$ cat src/rtl/ext_bus_pkg.sv
// Shared encodings for the external multiplexed-bus controller:
// FSM states, request size codes and the alignment rule.
package ext_bus_pkg;

    typedef enum logic [2:0] {
        IDLE,
        AHI,
        ALO,
        DATA,
        HOLD,
        RESP
    } state_t;

    typedef enum logic [1:0] {
        SZ_BYTE = 2'd0,
        SZ_HALF = 2'd1,
        SZ_WORD = 2'd2,
        SZ_BAD  = 2'd3
    } size_t;

    function automatic logic misaligned(input size_t size, input logic [1:0] addr_lo);
        case (size)
            SZ_BYTE: return 1'b0;
            SZ_HALF: return addr_lo[0];
            SZ_WORD: return addr_lo != 2'b00;
            default: return 1'b1;
        endcase
    endfunction

endpackage

$ cat src/rtl/ext_bus_ctrl.sv
// Core-to-external bus bridge: multiplexed 16-bit address/data bus with
// split high/low address latches, wait states and byte-lane write strobes.
module ext_bus_ctrl
    import ext_bus_pkg::*;
#(
    parameter int unsigned HI_SKIP = 1
) (
    input  logic        clk,
    input  logic        rst_n,
    input  logic        req_valid,
    output logic        req_ready,
    input  logic        req_we,
    input  logic [1:0]  req_size,
    input  logic [31:0] req_addr,
    input  logic [31:0] req_wdata,
    input  logic [2:0]  wait_cfg,
    output logic        rsp_valid,
    output logic        rsp_err,
    output logic [31:0] rsp_rdata,
    output logic [15:0] bus_out,
    input  logic [15:0] bus_in,
    output logic        le_lo,
    output logic        le_hi,
    output logic        bus_dir,
    output logic        OEb,
    output logic        WEb_lo,
    output logic        WEb_hi
);

    state_t      state;
    state_t      state_nx;

    logic        we_q;
    size_t       size_q;
    logic [31:0] addr_q;
    logic [31:0] wdata_q;
    logic [2:0]  wait_q;
    logic [2:0]  cnt_q;
    logic        second_q;
    logic [15:0] first_q;
    logic [15:0] hi_tag_q;
    logic        hi_valid_q;
    logic        err_q;
    logic [31:0] rdata_q;

    logic [15:0] h_in_hi;
    logic [31:0] h_q;
    logic        req_bad;
    logic        need_hi;
    logic        more;
    logic        lane_lo;
    logic        lane_hi;
    logic [15:0] wr_half;

    assign h_in_hi = {1'b0, req_addr[31:17]};
    assign h_q     = {1'b0, addr_q[31:1]};
    assign req_bad = misaligned(size_t'(req_size), req_addr[1:0]);
    assign need_hi = (HI_SKIP == 0) || !hi_valid_q || (h_in_hi != hi_tag_q);
    assign more    = (size_q == SZ_WORD) && !second_q;

    always_comb begin
        lane_lo = 1'b1;
        lane_hi = 1'b1;
        wr_half = wdata_q[15:0];
        case (size_q)
            SZ_BYTE: begin
                lane_lo = !addr_q[0];
                lane_hi = addr_q[0];
                wr_half = {wdata_q[7:0], wdata_q[7:0]};
            end
            SZ_WORD: wr_half = second_q ? wdata_q[31:16] : wdata_q[15:0];
            default: ;
        endcase
    end

    always_ff @(posedge clk or negedge rst_n) begin
        if (!rst_n) begin
            state <= IDLE;
        end else begin
            state <= state_nx;
        end
    end

    always_comb begin
        state_nx = state;
        case (state)
            IDLE: begin
                if (req_valid) begin
                    state_nx = req_bad ? RESP : (need_hi ? AHI : ALO);
                end
            end
            AHI:  state_nx = ALO;
            ALO:  state_nx = DATA;
            DATA: begin
                if (cnt_q == '0) begin
                    state_nx = we_q ? HOLD : (more ? ALO : RESP);
                end
            end
            HOLD: state_nx = more ? ALO : RESP;
            RESP: state_nx = IDLE;
            default: state_nx = IDLE;
        endcase
    end

    // Bus outputs decode straight from the state register so reset idles them at once.
    always_comb begin
        req_ready = (state == IDLE);
        rsp_valid = (state == RESP);
        bus_out   = '0;
        le_lo     = 1'b0;
        le_hi     = 1'b0;
        bus_dir   = 1'b0;
        OEb       = 1'b1;
        WEb_lo    = 1'b1;
        WEb_hi    = 1'b1;
        case (state)
            AHI: begin
                bus_out = h_q[31:16];
                le_hi   = 1'b1;
                bus_dir = 1'b1;
            end
            ALO: begin
                // A word's H is even, so OR-ing in the second-half flag is H+1.
                bus_out = h_q[15:0] | {15'd0, second_q};
                le_lo   = 1'b1;
                bus_dir = 1'b1;
            end
            DATA: begin
                if (we_q) begin
                    bus_out = wr_half;
                    bus_dir = 1'b1;
                    WEb_lo  = !lane_lo;
                    WEb_hi  = !lane_hi;
                end else begin
                    OEb = 1'b0;
                end
            end
            HOLD: begin
                bus_out = wr_half;
                bus_dir = 1'b1;
            end
            default: ;
        endcase
    end

    always_ff @(posedge clk or negedge rst_n) begin
        if (!rst_n) begin
            we_q       <= 1'b0;
            size_q     <= SZ_BYTE;
            addr_q     <= '0;
            wdata_q    <= '0;
            wait_q     <= '0;
            cnt_q      <= '0;
            second_q   <= 1'b0;
            first_q    <= '0;
            hi_tag_q   <= '0;
            hi_valid_q <= 1'b0;
            err_q      <= 1'b0;
            rdata_q    <= '0;
        end else begin
            case (state)
                IDLE: begin
                    if (req_valid) begin
                        we_q     <= req_we;
                        size_q   <= size_t'(req_size);
                        addr_q   <= req_addr;
                        wdata_q  <= req_wdata;
                        wait_q   <= wait_cfg;
                        second_q <= 1'b0;
                        err_q    <= req_bad;
                        rdata_q  <= '0;
                    end
                end
                AHI: begin
                    hi_tag_q   <= h_q[31:16];
                    hi_valid_q <= 1'b1;
                end
                ALO: cnt_q <= wait_q;
                DATA: begin
                    if (cnt_q != '0) begin
                        cnt_q <= cnt_q - 3'd1;
                    end else if (!we_q) begin
                        if (more) begin
                            first_q  <= bus_in;
                            second_q <= 1'b1;
                        end else begin
                            case (size_q)
                                SZ_BYTE: rdata_q <= {24'd0, addr_q[0] ? bus_in[15:8] : bus_in[7:0]};
                                SZ_HALF: rdata_q <= {16'd0, bus_in};
                                default: rdata_q <= {bus_in, first_q};
                            endcase
                        end
                    end
                end
                HOLD: begin
                    if (more) begin
                        second_q <= 1'b1;
                    end
                end
                default: ;
            endcase
        end
    end

    assign rsp_err   = err_q;
    assign rsp_rdata = rdata_q;

    a_no_oe_we: assert property (@(posedge clk) disable iff (!rst_n)
        !(!OEb && !(WEb_lo && WEb_hi)));
    a_no_le_strobe: assert property (@(posedge clk) disable iff (!rst_n)
        !((le_lo || le_hi) && !(OEb && WEb_lo && WEb_hi)));

endmodule

$ cat config.mk
export PLATFORM = sky130hd
export DESIGN_NAME = ext_bus_ctrl
export DESIGN_NICKNAME = d
export VERILOG_FILES = /design/src/rtl/ext_bus_pkg.sv /design/src/rtl/ext_bus_ctrl.sv
export SDC_FILE = /design/constraint.sdc
export NUM_CORES = 1
export LEC_CHECK = 0
export BUFFER_PORTS_ARGS = -buffer_cell sky130_fd_sc_hd__buf_4
export CORE_MARGIN = 4
export CORE_UTILIZATION = 54
export DETAILED_ROUTE_END_ITERATION = 7
export MAX_ROUTING_LAYER = met4
export PLACE_DENSITY_LB_ADDON = 0.2
export SETUP_SLACK_MARGIN = 0.4
export SYNTH_ARGS = -nofsm -noshare
export SYNTH_HDL_FRONTEND = slang
export SYNTH_SLANG_ARGS = --single-unit
$ cat constraint.sdc
create_clock -name clk -period 2.19 [get_ports clk]
set_input_delay 0.219 -clock clk [delete_from_list [all_inputs] [get_ports clk]]
set_output_delay 0.219 -clock clk [all_outputs]
set_load 0.005 [all_outputs]
Yosys cells after proc, flatten, opt, wreduce, memory -nomap -nowiden

Index checks and enable logic that the tools add are counted.

Add/subtract/negate cells: 1
Eq/ne operators: 16
Multiplexer cells: 37
Bitwise operators: 3
Reduce and logical (&&, ||, !) cells: 23

Operators by type and width:

| kind                                                | number |
|---|---|
| 2-to-1 mux 32 bit                                   | 4 |
| case mux 32 bit (2 select lines)                    | 2 |
| case mux 16 bit (4 select lines)                    | 1 |
| 2-to-1 mux 16 bit                                   | 2 |
| case mux 16 bit (2 select lines)                    | 1 |
| 2-to-1 mux 3 bit                                    | 6 |
| OR 16 x 1 -> 16 bit                                 | 1 |
| != test 15 bit                                      | 1 |
| case mux 3 bit (5 select lines)                     | 1 |
| 2-to-1 mux 1 bit                                    | 14 |
| != test 2 bit, second input constant                | 6 |
| 2-to-1 mux 8 bit                                    | 1 |
| AND reduction 4 bit                                 | 2 |
| equality test 3 x 2 -> 1 bit, second input constant | 2 |
| equality test 3 bit, second input constant          | 2 |
| logical NOT 3 bit                                   | 2 |
| case mux 1 bit (3 select lines)                     | 2 |
| case mux 3 bit (2 select lines)                     | 1 |
| AND reduction 2 bit                                 | 3 |
| nonzero test 2 bit                                  | 3 |
| nonzero test 3 bit                                  | 2 |
| logical NOT 1 bit                                   | 5 |
| AND reduction 5 bit                                 | 1 |
| equality test 2 x 1 -> 1 bit, second input constant | 2 |
| 10 further kinds                                    | 13 |

Bits in registers: 142
Input port bits: 89
Output and inout bits: 57
Logic and storage cells: 93

Depth between registers and ports, before layout

Gate-level depths: netlist of the first run.

Word-level depth: 6
Gate-level depth with buffers: 9
Gate-level depth less buffers: 7

Least setup slack after synthesis of the first run

OpenSTA, ideal clock, no wires.

Kind: register to register
Start point: reg cnt_q[0]
End point: reg first_q[0]
Setup time: 125 ps
Data arrival time: 1828 ps
Data required time: 2065 ps
Slack: 237 ps
Cell stages (with the launch flop): 9
Path buffers: 2
Period minus slack after synthesis: 1953 ps
Cell sequence: dfrtp_1 > inv_1 > ha_1 > nand2b_1 > or3_4 > or2_1 > buf_6 > buf_6 > mux2_4

Longest elaborated chain between the ends: 3

Ends and longest elaborated chain:

| element                       | RTL line            | text |
|---|---|---|
| start: declaration            | ext_bus_ctrl.sv:38  | `logic [2:0] cnt_q;` |
| start signal: assignment      | ext_bus_ctrl.sv:178 | `ALO: cnt_q <= wait_q;` |
| start signal: assignment      | ext_bus_ctrl.sv:181 | `cnt_q <= cnt_q - 3'd1;` |
| nonzero test 3 bit            | ext_bus_ctrl.sv:180 | `if (cnt_q != '0) begin` |
| NOT 1 bit (no line)           | n/a                 |  |
| AND reduction 4 bit (no line) | n/a                 |  |
| end signal: assignment        | ext_bus_ctrl.sv:184 | `first_q <= bus_in;` |
| end: declaration              | ext_bus_ctrl.sv:40  | `logic [15:0] first_q;` |

No other way between the ends.
A chain may end at the register's enable or synchronous reset.

Worst setup path after layout of the first run

Start point: reg state[0]
End point: out bus_out[12]

Longest elaborated chain between the ends: 2
Elaborated cells on any way between the ends: 5
Classes of those cells: eq/ne (4); mux (1)

Ends and longest elaborated chain:

| element                                           | RTL line            | text |
|---|---|---|
| start: declaration                                | ext_bus_ctrl.sv:30  | `state_t state;` |
| start signal: assignment                          | ext_bus_ctrl.sv:80  | `state <= state_nx;` |
| equality test 3 bit, or another cell as far along | ext_bus_ctrl.sv:116 | `case (state)` |
| case mux 16 bit (4 select lines) (*)              | ext_bus_ctrl.sv:116 |  |
| end: declaration                                  | ext_bus_ctrl.sv:20  | `output logic [15:0] bus_out,` |

Mark *: on every way between the ends. The rest lies on a longest branch, timed or not.

==> results of run 1 <==
-- synth_stat cells, types with 4 or more instances --
master,number,area (um2)
a21oi_1,6,30.03
a221o_1,8,80.08
a22o_1,16,140.1
a22oi_1,14,105.1
a31oi_1,10,62.56
and2_1,10,62.56
buf_2,8,40.04
buf_6,4,45.04
clkbuf_1,26,97.59
dfrtp_1,142,3553
inv_1,15,56.30
mux2_2,20,225.2
mux2_4,10,150.1
mux2i_1,16,160.2
nand2_1,233,874.6
nand3_1,4,20.02
nand4_1,4,25.02
nor2_1,15,56.30
o21ai_0,47,235.2
o22ai_1,9,56.30
xnor2_1,15,131.4
-- registers in the layout, indices dropped and copies added, names as in the netlist, 3 cells and up --
register,count
hi_tag_q,15
state,3
wait_q,3
addr_q,32
cnt_q,3
wdata_q,32
rsp_rdata,32
first_q,16
-- area by class of cell --
type                    count  share of cell area (%)
clock buffers              22                   4.711
well taps                 143                   1.741
flip-flops and latches    142                   34.64
repair buffers            281                   27.29
clock inverters            10                  0.8400
inverters                  17                  0.7183
multi-input cells         474                   30.06
-- per-layer routing --
| layer | track usage [%] | up-vias | share of wire (%) |
|---|---|---|---|
| met4 | 13.04 | 0 | 6.2 |
| met1 | 38.33 | 3292 | 34 |
| li1 | - | 2805 | - |
| met2 | 54.73 | 563 | 50 |
| met5 | - | - | 0 |
| met3 | 9.034 | 164 | 10 |
-- kinds of logic after synthesis --
family                     after synthesis  share of synthesized area [%]
buffers and inverters                   58                          4.126
xor gates and xnor gates                15                          2.015
and+or+nand+nor                        287                          18.44
adders and majority gates                2                         0.3837
DFF                                    142                          54.50
muxes                                   46                          8.213
AOI/OAI and AO/OA                      121                          12.32
-- critical path: cells and delay by family, from the launching register on --
kind	cells	cell delay (ns)
buffers and inverters	5	0.64
AOI/OAI and AO/OA	2	0.19
and+or+nand+nor	1	0.25
DFF	1	0.42
-- power by group through the flow --
stage	Clock [W]	Combinational, W	Sequential [W]
floorplan	0	0.00268	0.00403
global placement	0	0.00394	0.00421
detailed placement	0	0.00405	0.00427
CTS	0.00278	0.00525	0.00426
global route	0.00295	0.00721	0.00447
finish	0.00283	0.00684	0.00441
-- timing repair --
action / CTS / global route
cloned: 9 / 14
hold endpoints to repair: 72 / 0
resized for setup: 106 / 51
setup buffers: 37 / 14
pin swaps: 21 / 21
setup endpoints to repair: 139 / 159
hold buffers: 45 / 0
-- cell usage in the layout (no fill, tap or decap), drive strengths merged, types with 3 or more instances in the layout --
master / n
nand2: 234
buf: 226
dfrtp: 142
o21ai: 47
dlygate4sd3: 45
clkbuf: 32
mux2: 30
inv: 18
nor2: 18
mux2i: 16
a22o: 16
xnor2: 15
a22oi: 14
a31oi: 10
and2: 10
o22ai: 9
a221o: 8
a21oi: 6
clkinv: 5
nand3: 4
nand4: 4
clkinvlp: 3
or3: 3
nand2b: 3
-- how the worst max path moves through the flow --
stage / startpoint / to / cells past startpoint
after global placement: state[2] / rsp_rdata[13] / 6
after floorplan: cnt_q[0] / first_q[0] / 8
after CTS: state[1] / bus_out[8] / 7
after global routing: state[0] / bus_out[12] / 8
final: state[0] / bus_out[12] / 8
after detailed placement: state[0] / rsp_rdata[10] / 5
-- stage by stage --
stage	instance area, um2	util [%]	std cells
after floorplan	6533	-	671
after global routing	10280	88.49	1089
after detailed placement	7802	67.18	938
after CTS	9651	83.10	1061
final	10280	88.49	1089
after global placement	7802	67.18	938
==> results.toml, run 1 <==
[status]
status = "complete, but fails checks"
violations = "hold timing"

[layout]
multi_input_area_um2 = 3089
area_growth_pct = 57.63
diodes = 0
drive_above_1_share_pct = 39.11
num-nets-final = 1024
seq_area_um2 = 3560
nFillCells = 494

[grt]
grt_antenna_before_repair = 0
gr-usage-all-layers_pct = 33.01
overflow = 0
grt_max_degree = 88
grt_pass1_vias = 6436
grt_first_pass_wirelength_um = 34840

[power]
p_total_w = 0.01408
switching_share_pct = 39.04
seqPwrFrac_pct = 31.3
p_int_w = 0.008586
ir_drop_uv = 951.2
clkPwrFrac_pct = 20.1
p_leak_nw = 5.148
p_comb_share_pct = 48.6
netSwitchingPower_w = 0.005498
power_density_nw_per_um2 = 1370

[routing]
ant_nets = 0
dr.pass1.iters = 5
wirelength_um = 26850
wire_per_inst_um = 24.65
viasPerCell = 6.266
drtIter0Drc = 1078
via_count = 6824
drc = 0

[die]
dieHeight_um = 117.9
start_util_pct = 56.14
io_pins = 146
dieArea_um2 = 13900
rows = 39
core_um2 = 11610
die_w_um = 117.9

[worst_setup_path]
path_class = "flip-flop to output pin"
cp.arrival_ns = 1.93
timing.rr.end = "rsp_rdata[14]"
cp-start-kind = "flip-flop"
r2r_start = "state[2]"
worstPathMaxFanout = 8
cp-end-kind = "output pin"
cp_common_cell = "buf_6"
cp_slowest_stage_delay_ns = 0.42
cp_slowest_cell = "dfrtp_2"
ff2ff_setup_slack_ns = 0.05
crit_required_ns = 1.97
reg2regPathDepth = 9
path_cells = "inv_2 -> buf_6 -> nor3_4 -> buf_6 -> buf_16 -> a22oi_1 -> o21ai_1 -> buf_4"

[timing]
clock.fmax_mhz = 465.1
fin_setup_tns_ns = 0
post-route-period-util_pct = 98.19
relSlewSlack_pct = 66.50
rsz0062_at_grt = "yes"
drv_slew = 0
setup_viol = 0
finClkSkew_ns = 0.006987
min_period_ns = 2.150
layout_setup_ws_ns = 0.03972
worst_pin_slew_ns = 0.5025
whs_ns = -0.004282
finalHoldViolCount = 2

[synthesis]
ys_types = 49
synth.yosys.warnings = 0
synth.ff_latch_count = 142
avgSynthCellArea_um2 = 9.717
synth_edf_count = 0
synth-seq-area-share_pct = 54.50
synthArstFlopShare_pct = 100.0
synth_nets = 762
postSynthCellCount = 671
synth_flop_cell = "dfrtp_1"
synth.cell_area_um2 = 6520

[clock_network]
clock_path_buffers = 2
clock_latency_ns = 0.44
cts_num_sinks = 142
clock-root-buffer = "clkbuf_16"
clk_pin_slew_ns = 0.06
numCtsBuffers = 17
tritoncts = "built"
cts_htree_levels = 4

[place]
globalplace.congestion = 0.9202
io_buffer_count = 145
pre_cts_slack_ns = 0.06188
dp_hpwl_um = 11990

[min_path]
min_to = "wdata_q[14]"
hold_class = "primary input to flip-flop"
min-delay-start = "req_wdata[14]"
hold_depth = 3

[job]
cap_violations = 0
Note: power is estimated with default switching activity, not from simulation.
==> run 2, diff against run 1 <==
CORE_UTILIZATION = 50   (was 54)
==> results.toml, run 2 (synthesis results as in run 1) <==
[status]
status = "complete, but fails checks"
violations = "setup timing"

[power]
netSwitchingPower_w = 0.006370
switching_share_pct = 40.85
seqPwrFrac_pct = 28.9
p_comb_share_pct = 50.9
p_int_w = 0.009221
ir_drop_uv = 989.0
p_leak_nw = 5.549
clkPwrFrac_pct = 20.2
power_density_nw_per_um2 = 1402
p_total_w = 0.01559

[timing]
rsz0062_at_grt = "yes"
worst_pin_slew_ns = 0.6735
drv_slew = 0
setup_viol = 3
layout_setup_ws_ns = -0.4824
relSlewSlack_pct = 54.89
finClkSkew_ns = 0.01500
finalHoldViolCount = 0
post-route-period-util_pct = 122.0
clock.fmax_mhz = 374.2
whs_ns = 0.0009143
min_period_ns = 2.672

[worst_setup_path]
cp.arrival_ns = 2.45
worstPathMaxFanout = 9
path_cells = "buf_6 -> buf_4 -> a31oi_1 -> o22ai_1 -> o21ai_1 -> buf_4"
cp_slowest_stage_delay_ns = 0.58
cp_common_cell = "buf_4"
path_class = "flip-flop to output pin"
cp-start-kind = "flip-flop"
cp_slowest_cell = "a31oi_1"
crit_required_ns = 1.97
cp-end-kind = "output pin"

[clock_network]
numCtsBuffers = 17
clock_path_buffers = 2
tritoncts = "built"
clock_latency_ns = 0.45
cts_num_sinks = 142
clock-root-buffer = "clkbuf_16"
clk_pin_slew_ns = 0.07
cts_htree_levels = 4

[place]
dp_hpwl_um = 12410
pre_cts_slack_ns = 0.1059
io_buffer_count = 145
globalplace.congestion = 0.9178
dp_cells = 972

[die]
dieArea_um2 = 14930
dieHeight_um = 122.2
start_util_pct = 51.46
core_um2 = 12670
io_pins = 146
die_w_um = 122.2
rows = 41

[routing]
drtIter0Drc = 877
ant_nets = 0
drc = 0
dr.pass1.iters = 7
viasPerCell = 6.392
wire_per_inst_um = 27.52
via_count = 7249
wirelength_um = 31200

[layout]
instances_no_fill = 1134
mostFrequentLayoutCell = "buf_4"
drive_above_1_share_pct = 50.42
area_growth_pct = 70.50
layout_common_cells = "174 x buf_4, 140 x dfrtp_1, 123 x nand2_1"
final_util_pct = 87.74
diodes = 0
nFillCells = 525
num-nets-final = 1041

[grt]
overflow = 0
grt_pass1_vias = 6223
grt_first_pass_wirelength_um = 32800
grt_max_degree = 61
gr-usage-all-layers_pct = 29.86
grt_antenna_before_repair = 0

[job]
cap_violations = 0

[min_path]
hold_class = "primary input to flip-flop"
run 2: cell types whose count changed in the layout (fill, tap and decap cells not counted), sizes merged:
cell and delta:
buf -1, bufinv +2, clkbuf +7, clkinv -4, clkinvlp +1, dlygate4sd3 +11, inv -1, nor2 +1
run 2: worst max-delay path: cells and delay by family, from the launching register on:
family	cells	cell delay, ns
compound gates	3	1.10
buf+inv	3	0.48
flops	1	0.43
run 2: area by class of cell:
| class | instances | area [um2] | area share [%] |
|---|---|---|---|
| multi-input cells | 475 | 3566 | 32.08 |
| flip-flops and latches | 142 | 3556 | 31.99 |
| repair buffers | 297 | 3082 | 27.72 |
| clock buffers | 23 | 498.0 | 4.479 |
| well taps | 172 | 215.2 | 1.936 |
| clock inverters | 8 | 128.9 | 1.159 |
| inverters | 17 | 71.32 | 0.6415 |
run 2: worst paths after layout:
kind | to | startpoint | cells after the start | slack, ns
worst min-delay path | wdata_q[31] | req_wdata[31] | 3 | 0.0009
worst max register to register | wdata_q[0] | state[2] | 9 | 0.02
min in group asynchronous | first_q[8] | rst_n | 2 | 0.32
worst max-delay path | bus_out[15] | second_q | 6 | -0.48
worst min register to register | wait_q[0] | wait_q[0] | 2 | 0.50
max in group asynchronous | wdata_q[19] | rst_n | 3 | 1.15
run 2: timing repair:
| item | in CTS | in global routing |
|---|---|---|
| buffers inserted | 20 | 22 |
| hold endpoints to repair | 112 | 0 |
| pin swaps | 10 | 128 |
| gates cloned | 8 | 25 |
| gates resized for setup | 82 | 241 |
| endpoints found under the setup margin | 116 | 158 |
| hold buffers | 56 | 0 |
run 2: metrics by stage:
step	setup TNS (ns)	area, um2
4_1_cts	0	9672
2_1_floorplan	0	6533
3_3_place_gp	0	7864
5_1_grt	-0.6980	11120
3_5_place_dp	0	7864
6_report	-0.6274	11120
run 2: metal layers:
metal / up-vias / share of wire (%) / track usage, %
met2: 655 / 48 / 48.58
met5: - / 0 / -
met4: 0 / 8.8 / 13.72
met3: 249 / 11 / 6.778
met1: 3493 / 32 / 35.52
li1: 2852 / - / -
run 2: power groups by stage:
stage          clock (W)  combinational, W  sequential (W)
5_1_grt          0.00326           0.00817         0.00456
3_3_place_gp           0           0.00408         0.00418
3_5_place_dp           0           0.00420         0.00423
6_report         0.00314           0.00794         0.00451
2_1_floorplan          0           0.00268         0.00403
4_1_cts          0.00307           0.00530         0.00425
==> run 3, diff against run 2 <==
clock period = 3.3 ns   (was 2.19 ns; I/O delays follow)
==> results.toml, run 3 (synthesis results as in run 1) <==
[routing]
drtIter0Drc = 436
ant_nets = 0
drc = 0
via_count = 5361
dr.pass1.iters = 5
viasPerCell = 5.432
wire_per_inst_um = 17.02
wirelength_um = 16800

[status]
status = "finished, final reports clean"

[timing]
finalHoldViolCount = 0
finClkSkew_ns = 0.007612
fin_setup_tns_ns = 0
worst_pin_slew_ns = 1.090
whs_ns = 0.05621
min_period_ns = 2.726
clock.fmax_mhz = 366.8
rsz0062_at_grt = "no"
setup_viol = 0
drv_slew = 0
post-route-period-util_pct = 82.62
relSlewSlack_pct = 27.35

[grt]
overflow = 0
grt_first_pass_wirelength_um = 27360
grt_pass1_vias = 5502
grt_antenna_before_repair = 0
grt_max_degree = 125
gr-usage-all-layers_pct = 24.39

[worst_setup_path]
ff2ff_setup_slack_ns = 0.74
cp-end-kind = "output pin"
timing.rr.end = "rsp_rdata[13]"
crit_required_ns = 2.97
worstPathMaxFanout = 18
path_class = "flip-flop to output pin"
cp.arrival_ns = 2.40
reg2regPathDepth = 8
cp-start-kind = "flip-flop"
r2r_start = "cnt_q[0]"

[min_path]
hold_class = "primary input to asynchronous set/reset pin"

[clock_network]
cts_htree_levels = 4
clk_pin_slew_ns = 0.06
tritoncts = "built"
cts_num_sinks = 142
numCtsBuffers = 17
clock_latency_ns = 0.42
clock_path_buffers = 2
postCtsSetupBuffers = 0
clock-root-buffer = "clkbuf_16"

[power]
power_density_nw_per_um2 = 885.6
p_total_w = 0.007354
p_leak_nw = 4.233
ir_drop_uv = 429.7

[die]
start_util_pct = 51.46
dieHeight_um = 122.2
core_um2 = 12670
rows = 41
die_w_um = 122.2
io_pins = 146
dieArea_um2 = 14930

[layout]
nFillCells = 1040
seq_area_um2 = 3557
finalInstanceArea_um2 = 8304
drive_above_1_share_pct = 27.85
num-nets-final = 893
layout_common_cells = "232 x nand2_1, 151 x buf_4, 139 x dfrtp_1"
area_growth_pct = 27.37
multi_input_area_um2 = 2711
diodes = 0
mostFrequentLayoutCell = "nand2_1"

[place]
dp_hpwl_um = 11660
globalplace.congestion = 0.8834
place_area_um2 = 7705
io_buffer_count = 145

[job]
cap_violations = 0
## run 3: final cells by class
class / count / area share (%)
inverters: 17 / 0.7835
repair buffers: 153 / 14.03
clock inverters: 5 / 0.9342
clock buffers: 27 / 6.177
multi-input cells: 471 / 32.65
flip-flops and latches: 142 / 42.84
well taps: 172 / 2.592
## run 3: per-layer routing
metal	track usage (%)	vias up	part of all wire [%]
met5	-	-	0
li1	-	2519	-
met4	9.307	0	2.4
met1	32.80	2600	44
met2	37.05	215	48
met3	4.643	27	6.4
## run 3: power by group
part | switching, W | internal [W]
Clock | 0.000692 | 0.00121
Sequential | 0.000519 | 0.00237
Combinational | 0.00139 | 0.00117
Total | 0.00261 | 0.00475
## run 3: how the worst max path moves through the flow
| stage | cells after the start | slack (ns) | to | startpoint |
|---|---|---|---|---|
| 2_1_floorplan | 8 | 1.35 | first_q[0] | cnt_q[0] |
| 3_3_place_gp | 6 | 0.85 | bus_out[4] | state[1] |
| 3_5_place_dp | 6 | 0.73 | bus_out[1] | state[1] |
| 4_1_cts | 5 | 0.51 | bus_out[1] | size_q[1] |
| 5_1_grt | 6 | 0.40 | bus_out[1] | state[0] |
| 6_report | 6 | 0.57 | bus_out[1] | state[0] |
## run 3: metrics by stage
step / instances / util (%) / setup slack, ns
after floorplan: 671 / - / 1.347
after global placement: 955 / 60.81 / 0.8487
after detailed placement: 955 / 60.81 / 0.7285
after CTS: 987 / 65.48 / 0.5128
after global routing: 987 / 65.54 / 0.4038
final: 987 / 65.54 / 0.5736
## run 3: timing repair
action,CTS,global route
setup endpoints to repair,14,3
cloned,0,0
resized for setup,1,4
hold buffers,0,0
## run 3: worst max-delay path, stage by stage, from the launching register on
cell,delay [ns]
dfrtp_1,0.54
inv_1,0.21
nand2_1,0.26
clkinv_2,0.32
a22oi_1,0.27
o21ai_0,0.19
buf_4,0.19
